$ cat config.mk
export PLATFORM = sky130hd
export DESIGN_NAME = fetch_unit
export DESIGN_NICKNAME = d
export VERILOG_FILES = /design/src/rtl/fetch_pkg.sv /design/src/rtl/fetch_unit_if_id_reg.sv /design/src/rtl/fetch_unit.sv
export SDC_FILE = /design/constraint.sdc
export NUM_CORES = 1
export LEC_CHECK = 0
export CORE_ASPECT_RATIO = 0.8
export CORE_MARGIN = 3
export CORE_UTILIZATION = 45
export DETAILED_ROUTE_END_ITERATION = 7
export PLACE_DENSITY = 0.79
export SLEW_MARGIN = 40
export SYNTH_ARGS = -nofsm -noshare
export SYNTH_HDL_FRONTEND = slang
export SYNTH_SLANG_ARGS = --single-unit
$ cat constraint.sdc
create_clock -name clk -period 2.7 [get_ports clk]
set_clock_uncertainty 0.15 [all_clocks]
set_input_delay 0.54 -clock clk [delete_from_list [all_inputs] [get_ports clk]]
set_output_delay 0.54 -clock clk [all_outputs]
set_load 0.01 [all_outputs]
$ cat src/rtl/fetch_pkg.sv
// Shared fetch definitions: state encodings, default reset PC, nop word.
package fetch_pkg;

   localparam logic [1:0]  FETCH_RUN  = 2'd0;
   localparam logic [1:0]  FETCH_HOLD = 2'd1;
   localparam logic [1:0]  FETCH_HALT = 2'd2;

   localparam logic [31:0] DEF_RESET_PC = 32'h0000_3000;
   localparam logic [31:0] NOP          = 32'h0;

endpackage

$ cat src/rtl/fetch_unit_if_id_reg.sv
// IF/ID pipeline register: reset, flush (nop, invalid), load, else hold.
import fetch_pkg::*;

module if_id_reg #(
   parameter logic [31:0] RESET_PC = DEF_RESET_PC
) (
   input  logic        clk,
   input  logic        reset,
   input  logic        load,
   input  logic        flush,
   input  logic [31:0] ld_instr,
   input  logic [31:0] ld_pc,
   output logic [31:0] instr,
   output logic [31:0] pc,
   output logic [31:0] pc8,
   output logic        valid
);

   // Flush wins over load; pc/pc8 are kept on flush since valid=0 marks the slot empty.
   always_ff @(posedge clk) begin
      if (reset) begin
         instr <= NOP;
         pc    <= RESET_PC;
         pc8   <= RESET_PC + 32'd8;
         valid <= 1'b0;
      end else if (flush) begin
         instr <= NOP;
         valid <= 1'b0;
      end else if (load) begin
         instr <= ld_instr;
         pc    <= ld_pc;
         pc8   <= ld_pc + 32'd8;
         valid <= 1'b1;
      end
   end

endmodule

$ cat src/rtl/fetch_unit.sv
// Instruction fetch: PC, RUN/HOLD/HALT control, im addressing, IF/ID capture.
// Optional macro FETCH_DELAY_SLOT_EN: applied redirects keep the delay-slot
// instruction instead of flushing it.
import fetch_pkg::*;

module fetch_unit #(
   parameter logic [31:0] RESET_PC = DEF_RESET_PC,
   parameter int          IM_AW    = 10
) (
   input  logic             clk,
   input  logic             reset,
   input  logic             stall,
   input  logic             redirect,
   input  logic [31:0]      redirect_pc,
   output logic [IM_AW-1:0] im_addr,
   output logic             im_enable,
   input  logic [31:0]      im_data,
   output logic [31:0]      if_instr,
   output logic [31:0]      if_pc,
   output logic [31:0]      if_pc8,
   output logic             if_valid,
   output logic             fetch_err
);

   logic [1:0]  state, state_nxt;
   logic [31:0] pc, pc_nxt;
   logic [31:0] pending, pending_nxt;
   logic        err_nxt;
   logic        ld, fl;
   logic        apply;
   logic [31:0] tgt, tgt_off, pc_off;
   logic        tgt_ok;

   assign pc_off    = pc - RESET_PC;
   assign im_addr   = pc_off[IM_AW+1:2];
   assign im_enable = (state != FETCH_HALT) && !stall && !reset;

   // Target must be word aligned and inside the im window (modulo offset catches below-base too).
   assign tgt_off = tgt - RESET_PC;
   assign tgt_ok  = (tgt_off[1:0] == 2'b00) && ((tgt_off >> (IM_AW + 2)) == 32'd0);

   // Next-state: sequential fetch, redirect capture/apply, bad-target halt.
   always_comb begin
      state_nxt   = state;
      pc_nxt      = pc;
      pending_nxt = pending;
      err_nxt     = fetch_err;
      ld          = 1'b0;
      fl          = 1'b0;
      apply       = 1'b0;
      tgt         = 32'h0;
      case (state)
         FETCH_RUN: begin
            if (!stall) begin
               if (redirect) begin
                  apply = 1'b1;
                  tgt   = redirect_pc;
               end else begin
                  ld     = 1'b1;
                  pc_nxt = pc + 32'd4;
               end
            end else if (redirect) begin
               pending_nxt = redirect_pc;
               state_nxt   = FETCH_HOLD;
            end
         end
         FETCH_HOLD: begin
            if (redirect) pending_nxt = redirect_pc;
            if (!stall) begin
               apply     = 1'b1;
               tgt       = redirect ? redirect_pc : pending;
               state_nxt = FETCH_RUN;
            end
         end
         default: ;
      endcase
      if (apply) begin
         if (tgt_ok) begin
            pc_nxt = tgt;
`ifdef FETCH_DELAY_SLOT_EN
            ld = 1'b1;
`else
            fl = 1'b1;
`endif
         end else begin
            state_nxt = FETCH_HALT;
            err_nxt   = 1'b1;
            fl        = 1'b1;
         end
      end
   end

   // Control state; reset drops any pending redirect and leaves HALT.
   always_ff @(posedge clk) begin
      if (reset) begin
         state     <= FETCH_RUN;
         pc        <= RESET_PC;
         pending   <= RESET_PC;
         fetch_err <= 1'b0;
      end else begin
         state     <= state_nxt;
         pc        <= pc_nxt;
         pending   <= pending_nxt;
         fetch_err <= err_nxt;
      end
   end

   if_id_reg #(.RESET_PC(RESET_PC)) u_if_id (
      .clk      (clk),
      .reset    (reset),
      .load     (ld),
      .flush    (fl),
      .ld_instr (im_data),
      .ld_pc    (pc),
      .instr    (if_instr),
      .pc       (if_pc),
      .pc8      (if_pc8),
      .valid    (if_valid)
   );

endmodule

==> summary.md <==
| Metric | Value |
|---|---|
| Status | finished with violations |
| Failing checks | negative setup slack |
| Crit-path max FO | 8 |
| Hold Buf Count CTS | 0 |
| Die area | 0.0174 mm2 |
| Clock Sink Count | 161 |
| H-tree depth | 4 |
| Cts bufs inserted | 17 |
| FP Rows | 40 |
| P_sw | 1430 uW |
| Hold depth | 3 |
| Fmax | 367 MHz |
| DP HPWL | 14.5 mm |
| DRC | 0 |
| Initial antenna violation count | 0 |
| Arrival @ worst endpoint | 2.88 ns |
| Rel. slew slack | 59.8% |
| Core Area | 0.0153 mm2 |
| Final Setup Violations | 4 |
| Post-Syn Area | 0.00714 mm2 |
| DR vias/cell | around 5.2 |
| Req. time, crit path | around 2.9 ns |
| Syn avg cell area | just over 8 um2 |
| Synth area leader | dfxtp_1 |
| FF-to-FF setup slack | -0.03 ns |
| Detailed Routing Iterations Pass 1 | 7 |
| Synth Flop Type | dfxtp_1 |
| Logic pwr share | 13.4% |
| Pwr Density | 553 mW/mm2 |
| Final Cell Area | 0.0103 mm2 |
| Number of antenna diodes | 0 |
| Final WL | 20.6 mm |
| Placed Area | about 0.0095 mm2 |
| Final core occ | 67.7% |
| Hold path start | redirect_pc[17] |
| First-pass GRT wire length | about 33 mm |
| Total number of vias | 6834 |
| Worst slack, placed | -0.779 ns |
| Reg2reg end | pc[12] |
| Final worst path period share | 101% |
| Unique cell type count in the Yosys netlist | 58 |
| Sequential power share | around 44% |
| Layout cell share with drive strength beyond 1 | 16.4% |
| Seq cells post-synth | between 150 and 200 |
| Post-synth ARST share | 0% |
| Post-DRT Antenna Nets | 0 |
| Synth Warn # | 0 |
| Post-synthesis sequential area ratio | 45.1% |
| Critical path start-end classification | flop to flop |
| DRT iter0 DRCs | 493 |
| Crit path time final | 2.73 ns |
| Startpoint types | flop |
| Top cells by area, synth | dfxtp_1 (45%), nand2_1 (8.9%), nor2_1 (5.8%) |
| Leak | roughly 0.0038 uW |
| Crit. End Element | flop |
| Clock power frac | 42.5% |
| Worst min path class | input pin to flop |
| Worst reg2reg startpoint | pending[15] |
| Final net count | 1152 |
| Fill count | 1212 |
| Most frequent cells after synthesis | nand2_1 (169), dfxtp_1 (161), nor2_1 (110) |
| Die height | 119 um |
| Initial core utilization | 46.8% |
| Number of I/O pins | 177 |
| Vias in the first global route | 6592 |
| RSZ-0062 raised after global routing | yes |
| Top cell type's share of synthesized area | 45.1% |
| Clk buf depth | 2 |
| Total power draw | around 5700 uW |
| Reg2reg path depth | 8 |
| Pint | roughly 4300 uW |
| CTS Root Buffer Type | clkbuf_16 |
| Worst-Margin Slew | 0.603 ns |
| Final hold vios | 0 |
| Final worst slack | -0.0258 ns |
| Switching Share | 25.0% |
| Skew-Pair Late Insertion Delay | 0.42 ns |
| Post-synth EDFFs | 0 |
| Max-slew violation count | 0 |
| Cell count after synthesis | between 800 and 900 |
| Total gr overflow | 0 |
| Post-Synthesis Net Count | 952 |
| Max-cap viol count | 0 |
| Worst IR drop on VDD | 465 uV |
| Hold Crit Endpoint | pending[17] |
| Most frequent cell after synthesis | nand2_1 |
| GP Congestion | slightly below 0.9 |
| Horiz. Die Dim | around 150 um |
| I/O Buffers | 176 |
| Gr usage total | between 20% and 30% |
| CTS tree | yes |
| Wire length per cell | 15.8 um |
| CTS clk-pin slew, worst paths | 0.06 ns |
| Area Growth Syn to Fin | 44.6% |
| Largest net degree at the start of global routing | roughly 140 |
cells by family after synthesis:
logic type	after synthesis	synth area share, %
AOI/OAI and AO/OA	187	16.5
xor gates and xnor gates	52	6.38
adders and majority gates	2	0.350
buffers and inverters	90	5.89
DFF	161	45.1
muxes	11	2.14
and+or+nand+nor	379	23.6
routing by layer:
layer / track usage, % / up-vias / wire length, um
li1: - / 3383 / -
met5: 0 / - / 0
met4: 7.40 / 0 / 421
met3: 8.36 / 31 / 1690
met1: 31.3 / 3186 / 9460
met2: 35.1 / 234 / 9020
critical path: stages, from the launching register on:
cell and delay [ns]:
dfxtp_2 0.35, or3_4 0.38, a32o_2 0.29, or3_4 0.34, o31a_1 0.32, nand4_4 0.14
o31ai_4 0.13, buf_12 0.17, or3b_1 0.33
what timing repair did:
action | 4_1_cts | 5_1_grt
gates resized for setup | 30 | 46
buffers inserted | 2 | 4
pin swaps | 13 | 21
cloned | 1 | 1
endpoints found under the setup margin | 35 | 33
power by group through the flow:
| stage | clock network [uW] | registers [uW] | logic, uW |
|---|---|---|---|
| floorplan | 0 | 2580 | 313 |
| global placement | 0 | 2560 | 720 |
| detailed placement | 0 | 2560 | 726 |
| CTS | 2470 | 2510 | 739 |
| global route | 2570 | 2530 | 834 |
| finish | 2430 | 2520 | 766 |
cell usage in the layout, fill, tap and decap left out, types with 4 or more instances in the layout:
cell type	n
buf_12	6
and3_1	15
mux2_4	10
nand4_1	8
clkbuf_16	18
nor2_4	6
nor2b_1	4
a21oi_1	78
o21ai_0	25
clkinvlp_4	4
and2_1	7
nand3_1	20
a211oi_1	22
nor3_1	12
buf_6	4
nand2_1	168
xor2_1	32
dfxtp_2	4
clkdlybuf4s50_1	163
nor2_1	102
xnor2_1	20
dfxtp_1	157
o211ai_1	7
nand2b_1	4
buf_4	78
dlygate4sd2_1	5
a22oi_1	32
inv_1	6
state kept, by name, summed over array words and instances (netlist names):
register,cells
pending,32
u_if_id.instr,32
fetch_err,1
u_if_id.pc,32
u_if_id.pc8,29
state,2
pc,32
u_if_id.valid,1
area by class of cell:
type	instances	area [um2]	area share [%]
clock buffer	21	470	4.56
inverter	7	26.3	0.254
timing repair buffer	264	2510	24.3
sequential	161	3230	31.3
clock inverter	11	126	1.22
multi-input combinational	631	3700	35.9
tap	210	263	2.54
how the worst max path moves through the flow:
stage	from	to	slack, ns	cells after the start
floorplan	redirect_pc[18]	pc[10]	-0.03	8
global placement	redirect	pc[2]	-0.72	9
detailed placement	redirect	pc[3]	-0.78	9
CTS	redirect_pc[27]	pc[5]	0.0002	10
global route	pending[20]	pc[25]	-0.10	10
finish	pending[15]	pc[12]	-0.03	8
per-stage QoR:
step                setup TNS, ns  instances  hold slack, ns
finish                    -0.0282       1305           0.206
detailed placement         -37.48       1266           0.268
CTS                             0       1301           0.278
global placement           -32.90       1266           0.268
floorplan                  -0.243        882           0.259
global route                -1.76       1305           0.213
Note: power is estimated with default switching activity, not from simulation.
